### config.mk
export PLATFORM = sky130hd
export DESIGN_NAME = toggle_pulse_arbiter
export DESIGN_NICKNAME = d
export VERILOG_FILES = /design/src/rtl/toggle_pulse_arbiter.sv
export SDC_FILE = /design/constraint.sdc
export NUM_CORES = 1
export LEC_CHECK = 0
export ABC_CLOCK_PERIOD_IN_PS = 4300
export CAP_MARGIN = 0
export CORE_MARGIN = 1
export CORE_UTILIZATION = 35
export CTS_BUF_LIST = sky130_fd_sc_hd__clkbuf_16
export DETAILED_ROUTE_END_ITERATION = 8
export HOLD_SLACK_MARGIN = 0.15
export PLACE_DENSITY_LB_ADDON = 0.25
export REMOVE_ABC_BUFFERS = 1
export SLEW_MARGIN = 10
export SYNTH_ARGS = -nofsm -noshare
export SYNTH_HDL_FRONTEND = slang
export SYNTH_SLANG_ARGS = --single-unit
### constraint.sdc
create_clock -name clk -period 4.3 [get_ports clk]
set_input_delay 0.86 -clock clk [delete_from_list [all_inputs] [get_ports clk]]
set_output_delay 0.86 -clock clk [all_outputs]
set_load 0.02 [all_outputs]
### src/rtl/toggle_pulse_arbiter.sv
// -----------------------------------------------------------------------------
// toggle_pulse_arbiter
//
// Several requesters share one pulse channel into a toggle synchronizer.
// Each request strobe is latched as a pending bit. In IDLE a round-robin pick
// chooses one pending requester. The block then issues a single-cycle pulse
// and enforces an idle gap, so the synchronizer never sees pulses too close
// together. Every output is registered.
//
// Optional feature (macro TOGGLE_PULSE_ARB_ACK_EN):
//   An internal tracker toggles on each issued pulse. After the gap, the FSM
//   waits until the synchronized return toggle (ack_in) matches the tracker,
//   or until ACK_TIMEOUT cycles have passed. A timeout sets the sticky
//   ack_err flag. Without the macro, ack_in is ignored and ack_err stays 0.
//   The port list is the same in both builds.
//
// Parameters:
//   NUM_REQ      number of requesters (2..8)
//   GAP_CYCLES   idle cycles enforced after each pulse (1..255)
//   ACK_TIMEOUT  max cycles spent waiting for the return toggle (ACK build)
//
// Ports:
//   clk        clock, rising-edge
//   reset      asynchronous, active-low reset
//   req_in     per-requester single-cycle request strobes
//   ack_in     synchronized return toggle (ACK build only)
//   pend_out   latched pending requests
//   pulse_out  single-cycle pulse to the toggle synchronizer
//   pulse_id   index of the requester served by the current/last pulse
//   done_out   one-hot strobe for the served requester, high with pulse_out
//   busy       high whenever the FSM is not in IDLE
//   ack_err    sticky return-toggle timeout flag
// -----------------------------------------------------------------------------
module toggle_pulse_arbiter #(
    parameter int NUM_REQ     = 4,
    parameter int GAP_CYCLES  = 6,
    parameter int ACK_TIMEOUT = 255
) (
    input  logic                       clk,
    input  logic                       reset,
    input  logic [NUM_REQ-1:0]         req_in,
    input  logic                       ack_in,
    output logic [NUM_REQ-1:0]         pend_out,
    output logic                       pulse_out,
    output logic [$clog2(NUM_REQ)-1:0] pulse_id,
    output logic [NUM_REQ-1:0]         done_out,
    output logic                       busy,
    output logic                       ack_err
);

    localparam int ID_W    = $clog2(NUM_REQ);
    localparam int CNT_MAX = (GAP_CYCLES > ACK_TIMEOUT) ? GAP_CYCLES : ACK_TIMEOUT;
    localparam int CNT_W   = $clog2(CNT_MAX + 1);

    typedef enum logic [1:0] {
        ST_IDLE,
        ST_ISSUE,
        ST_GAP,
        ST_WAIT_ACK
    } state_t;

    state_t             state_q, state_d;
    logic [NUM_REQ-1:0] pend_q,  pend_d;
    logic               pulse_q, pulse_d;
    logic [ID_W-1:0]    id_q,    id_d;
    logic [NUM_REQ-1:0] done_q,  done_d;
    logic               busy_q,  busy_d;
    logic [CNT_W-1:0]   cnt_q,   cnt_d;
    // Rotating priority: the requester at ptr_q has highest priority.
    logic [ID_W-1:0]    ptr_q,   ptr_d;
    logic               err_q,   err_d;
`ifdef TOGGLE_PULSE_ARB_ACK_EN
    logic               trk_q,   trk_d;
`else
    logic               unused_ack;
    assign unused_ack = ack_in;
`endif

    // Round-robin pick over the current pending bits, starting at ptr_q.
    logic               win_valid;
    logic [ID_W-1:0]    win_id;
    logic [ID_W-1:0]    idx_v;
    logic [NUM_REQ-1:0] clr_v;

    always_comb begin
        win_valid = 1'b0;
        win_id    = '0;
        idx_v     = '0;
        for (int unsigned i = 0; i < NUM_REQ; i++) begin
            idx_v = ID_W'((32'(ptr_q) + i) % NUM_REQ);
            if (!win_valid && pend_q[idx_v]) begin
                win_valid = 1'b1;
                win_id    = idx_v;
            end
        end
    end

    always_comb begin
        state_d = state_q;
        cnt_d   = cnt_q;
        ptr_d   = ptr_q;
        err_d   = err_q;
`ifdef TOGGLE_PULSE_ARB_ACK_EN
        trk_d   = trk_q;
`endif

        // The served bit clears when leaving ISSUE. A new strobe for that
        // bit in the same cycle is ORed in afterwards, so the new request wins.
        clr_v = '0;
        if (state_q == ST_ISSUE) begin
            clr_v[id_q] = 1'b1;
        end
        pend_d = (pend_q & ~clr_v) | req_in;

        case (state_q)
            ST_IDLE: begin
                if (win_valid) begin
                    state_d = ST_ISSUE;
                end
            end
            ST_ISSUE: begin
                state_d = ST_GAP;
                cnt_d   = CNT_W'(GAP_CYCLES - 1);
                ptr_d   = (id_q == ID_W'(NUM_REQ - 1)) ? '0 : id_q + 1'b1;
`ifdef TOGGLE_PULSE_ARB_ACK_EN
                trk_d   = ~trk_q;
`endif
            end
            ST_GAP: begin
                if (cnt_q == '0) begin
`ifdef TOGGLE_PULSE_ARB_ACK_EN
                    state_d = ST_WAIT_ACK;
                    cnt_d   = CNT_W'(ACK_TIMEOUT - 1);
`else
                    state_d = ST_IDLE;
`endif
                end else begin
                    cnt_d = cnt_q - 1'b1;
                end
            end
            ST_WAIT_ACK: begin
`ifdef TOGGLE_PULSE_ARB_ACK_EN
                if (ack_in == trk_q) begin
                    state_d = ST_IDLE;
                end else if (cnt_q == '0) begin
                    state_d = ST_IDLE;
                    err_d   = 1'b1;
                end else begin
                    cnt_d = cnt_q - 1'b1;
                end
`else
                state_d = ST_IDLE;
`endif
            end
            default: begin
                state_d = ST_IDLE;
            end
        endcase

        // The outputs are decoded from the next state, so each one is
        // registered and lines up with the state it describes.
        pulse_d = (state_d == ST_ISSUE);
        busy_d  = (state_d != ST_IDLE);
        id_d    = pulse_d ? win_id : id_q;
        done_d  = '0;
        if (pulse_d) begin
            done_d[win_id] = 1'b1;
        end
    end

    always_ff @(posedge clk or negedge reset) begin
        if (!reset) begin
            state_q <= ST_IDLE;
            pend_q  <= '0;
            pulse_q <= 1'b0;
            id_q    <= '0;
            done_q  <= '0;
            busy_q  <= 1'b0;
            cnt_q   <= '0;
            ptr_q   <= '0;
            err_q   <= 1'b0;
`ifdef TOGGLE_PULSE_ARB_ACK_EN
            trk_q   <= 1'b0;
`endif
        end else begin
            state_q <= state_d;
            pend_q  <= pend_d;
            pulse_q <= pulse_d;
            id_q    <= id_d;
            done_q  <= done_d;
            busy_q  <= busy_d;
            cnt_q   <= cnt_d;
            ptr_q   <= ptr_d;
            err_q   <= err_d;
`ifdef TOGGLE_PULSE_ARB_ACK_EN
            trk_q   <= trk_d;
`endif
        end
    end

    assign pend_out  = pend_q;
    assign pulse_out = pulse_q;
    assign pulse_id  = id_q;
    assign done_out  = done_q;
    assign busy      = busy_q;
    assign ack_err   = err_q;

endmodule

==> results.rst <==
.. list-table::
   :header-rows: 1

   * - Metric
     - Value
   * - Max-slew violation count
     - 0
   * - Initial cell density of the core
     - 37.9%
   * - Die Ht
     - 60.5 um
   * - Time the worst path needs with I/O delays and setup
     - 2.21 ns
   * - Floorplan Core Area
     - 3150 sq um
   * - Hold buffer count at CTS
     - 0
   * - Combined buffer and inverter count along the critical path
     - 1
   * - Drt total wl
     - 2.37 mm
   * - Maximum number of pins on one net before global-route repair
     - 25
   * - Top cell family by delay on the critical path
     - buffers and inverters
   * - Num rows
     - 20
   * - Path class of the lowest-slack min-delay path
     - register to register
   * - Type of the worst setup path
     - register to primary output
   * - Root cell of the clock tree
     - sky130_fd_sc_hd__clkbuf_16
   * - Commonest cells post-synth
     - sky130_fd_sc_hd__dfrtp_1 (24), sky130_fd_sc_hd__nand2_1 (12), sky130_fd_sc_hd__nor2_1 (10)
   * - Share of synthesized area occupied by flip-flops and latches
     - 50.2%
   * - Number of synthesized flops with an enable pin
     - 0
   * - Max Clock Skew
     - around 0.00058 ns
   * - Initial DRC Count
     - 22
   * - Critical path endpoint category
     - primary output
   * - Global-route wire length before repair
     - 4.06 mm
   * - Achievable clock frequency
     - 453 MHz
   * - Number of sinks on the clock net
     - 24
   * - Ratio of routed vias to standard cells
     - 5.11
   * - Top fanout value on the critical path
     - 7
   * - Arrival time at the worst endpoint
     - 1.35 ns
   * - Gpl congestion
     - 0.780
   * - Actual slew at the worst max-slew pin
     - 0.531 ns
   * - Clock insertion delay at the later pin of the skew report
     - around 0.26 ns
   * - Slew Limit Headroom
     - between 60 and 70%
   * - Die outline area
     - between 3000 and 4000 sq um
   * - Post-CTS setup buffers
     - 0
   * - Number of standard cells after synthesis
     - 115
   * - Cell type with the highest aggregate area in the netlist
     - sky130_fd_sc_hd__dfrtp_1
   * - Clock transition at the registers of the reported paths
     - approximately 0.06 ns
   * - Leading cell type by number of instances after synthesis
     - sky130_fd_sc_hd__dfrtp_1
   * - Post-cts resize count
     - 0
   * - Kind of start point of the critical path
     - register
   * - Initial antenna violation count
     - 0
   * - GR Util All Layers
     - 15.3%
   * - Cell leakage power
     - 0.000622 uW
   * - # H-tree levels
     - 1
   * - Width of the chip
     - 60.5 um
   * - Count of nets after finishing
     - between 100 and 150
   * - Layout overhead on the synthesized area
     - 24.5%
   * - Max-cap viol count
     - 0
   * - Async set-reset flop share out of synthesis
     - 100%
   * - Ratio of cells with drive above 1 in the final layout
     - 10.5%
   * - Worst vdd ir
     - 0.000316 V
   * - Setup TNS
     - 0 ns
   * - Synth warnings
     - 0
   * - Cell type of the slowest stage on the worst timing path
     - sky130_fd_sc_hd__clkdlybuf4s50_1
   * - Cell area after synthesis
     - between 1000 and 1500 sq um
   * - Cell breakdown of the critical path
     - clkdlybuf4s50_1
   * - Post-Syn Area per Cell
     - about 10 sq um
   * - Distinct cell type count after synthesis
     - 39
   * - Final Hold Viols
     - 0
   * - Ant diodes
     - 0
   * - Share of the clock period used by the worst path
     - 51.4%
   * - Slowest stage delay, CP
     - 0.65 ns
   * - RSZ-0062 raised after global routing
     - no
   * - Detailed-route via count
     - 904
   * - GRT overflow
     - 0
   * - Number of flip-flops and latches in the synthesized netlist
     - 24
   * - Residual antenna-violating net count after detailed routing
     - 0
   * - Port bufs
     - 17
   * - Tot Pwr
     - 1090 uW
   * - Yosys top cell area share
     - 50.2%
   * - CTS tree
     - built
   * - Dominant cells by area after synthesis
     - sky130_fd_sc_hd__dfrtp_1 (50%), sky130_fd_sc_hd__ha_1 (5.2%), sky130_fd_sc_hd__nand2_1 (3.8%)
   * - Data required time at the worst endpoint
     - ~3.4 ns
   * - Average detailed-routed wire length per instance
     - 13.4 um
   * - Most frequently used flop master after synthesis
     - sky130_fd_sc_hd__dfrtp_1
   * - Final-layout fill cell count
     - 314
   * - DPL Wire Length
     - 1.63 mm
   * - Vias in the first global route
     - 883
   * - Power density cells
     - 731 nW/um^2
   * - CTS buffer count
     - 3
   * - Setup Viol. Count Final
     - 0
   * - Number of iterations in the first detailed-routing pass
     - 4
   * - Maximum buffer depth of the clock tree
     - 2
   * - Outcome
     - finished clean
   * - Count of pins on the block boundary
     - 20
   * - Drt drc
     - 0
==> kinds of logic (layout without fill, tap and decap cells) <==
logic type	count (synthesis)	in the layout	synth area share [%]
adders and majority gates	5	5	5.23
DFF	24	24	50.2
other	1	1	0.314
and+or+nand+nor	46	46	21.1
buffers and inverters	10	28	4.92
muxes	3	3	2.51
AOI/OAI and AO/OA	26	26	15.7
==> per-layer routing <==
metal | global-route usage (%) | vias to the layer above | part of all wire [%]
met3 | 3.41 | 5 | 2.0
met4 | 6.49 | 0 | 1.5
li1 | - | 449 | -
met5 | 0 | - | 0
met1 | 21.1 | 437 | 50
met2 | 23.4 | 13 | 47
==> layout by cell type (no fill, tap or decap), drive strengths merged, types with 2 or more instances in the layout <==
cell type / n
a21o: 3
or2: 3
nor4: 3
a21oi: 3
dfrtp: 24
nand2: 12
nor2: 10
ha: 5
a211oi: 2
mux2i: 3
o31ai: 2
o21ai: 6
nor3: 6
nor4b: 2
clkbuf: 3
and3: 4
nor2b: 2
clkdlybuf4s50: 16
inv: 7
==> path summary, 6_finish.rpt <==
| check | slack [ns] | depth (start not counted) | startpoint | to |
|---|---|---|---|---|
| max in group asynchronous | 3.37 | 1 | reset | cnt_q[2] |
| worst min-delay path | 0.52 | 2 | ptr_q[0] | ptr_q[0] |
| min in group asynchronous | 0.57 | 1 | reset | cnt_q[3] |
| worst max register to register | 2.59 | 4 | state_q[1] | cnt_q[5] |
| worst max-delay path | 2.09 | 1 | pend_out[1] | pend_out[1] |
| worst min register to register | 0.52 | 2 | ptr_q[0] | ptr_q[0] |
==> area by class of cell <==
cell class / count / area, sq um / area share, %
Clock inverter: 1 / 30.0 / 2.02
Sequential cell: 24 / 601 / 40.3
Multi-Input combinational cell: 81 / 537 / 36.1
Inverter: 7 / 26.3 / 1.76
Tap cell: 44 / 55.1 / 3.70
Timing Repair Buffer: 17 / 165 / 11.1
Clock buffer: 3 / 75.1 / 5.04
==> power by group <==
group | internal (uW) | switching (uW) | total [uW]
combinational | 187 | 232 | 419
sequential | 306 | 97.8 | 404
clock | 185 | 81.1 | 266
==> state kept, by name, indices dropped and copies added (netlist names) <==
| name | cells |
|---|---|
| pulse_id | 2 |
| done_out | 4 |
| busy | 1 |
| ptr_q | 2 |
| pend_out | 4 |
| state_q | 2 |
| pulse_out | 1 |
| cnt_q | 8 |
==> per-stage QoR <==
step	util [%]	hold slack (ns)	setup WS (ns)	area [sq um]	std cells
finish	47.2	0.516	2.09	1490	177
global route	47.2	0.549	2.03	1490	177
CTS	47.4	0.517	2.08	1490	177
detailed placement	44.0	0.499	2.08	1390	173
global placement	44.0	0.489	2.13	1390	173
floorplan	-	0.472	2.80	1160	112
No activity file was read; power rests on OpenSTA's default activity.
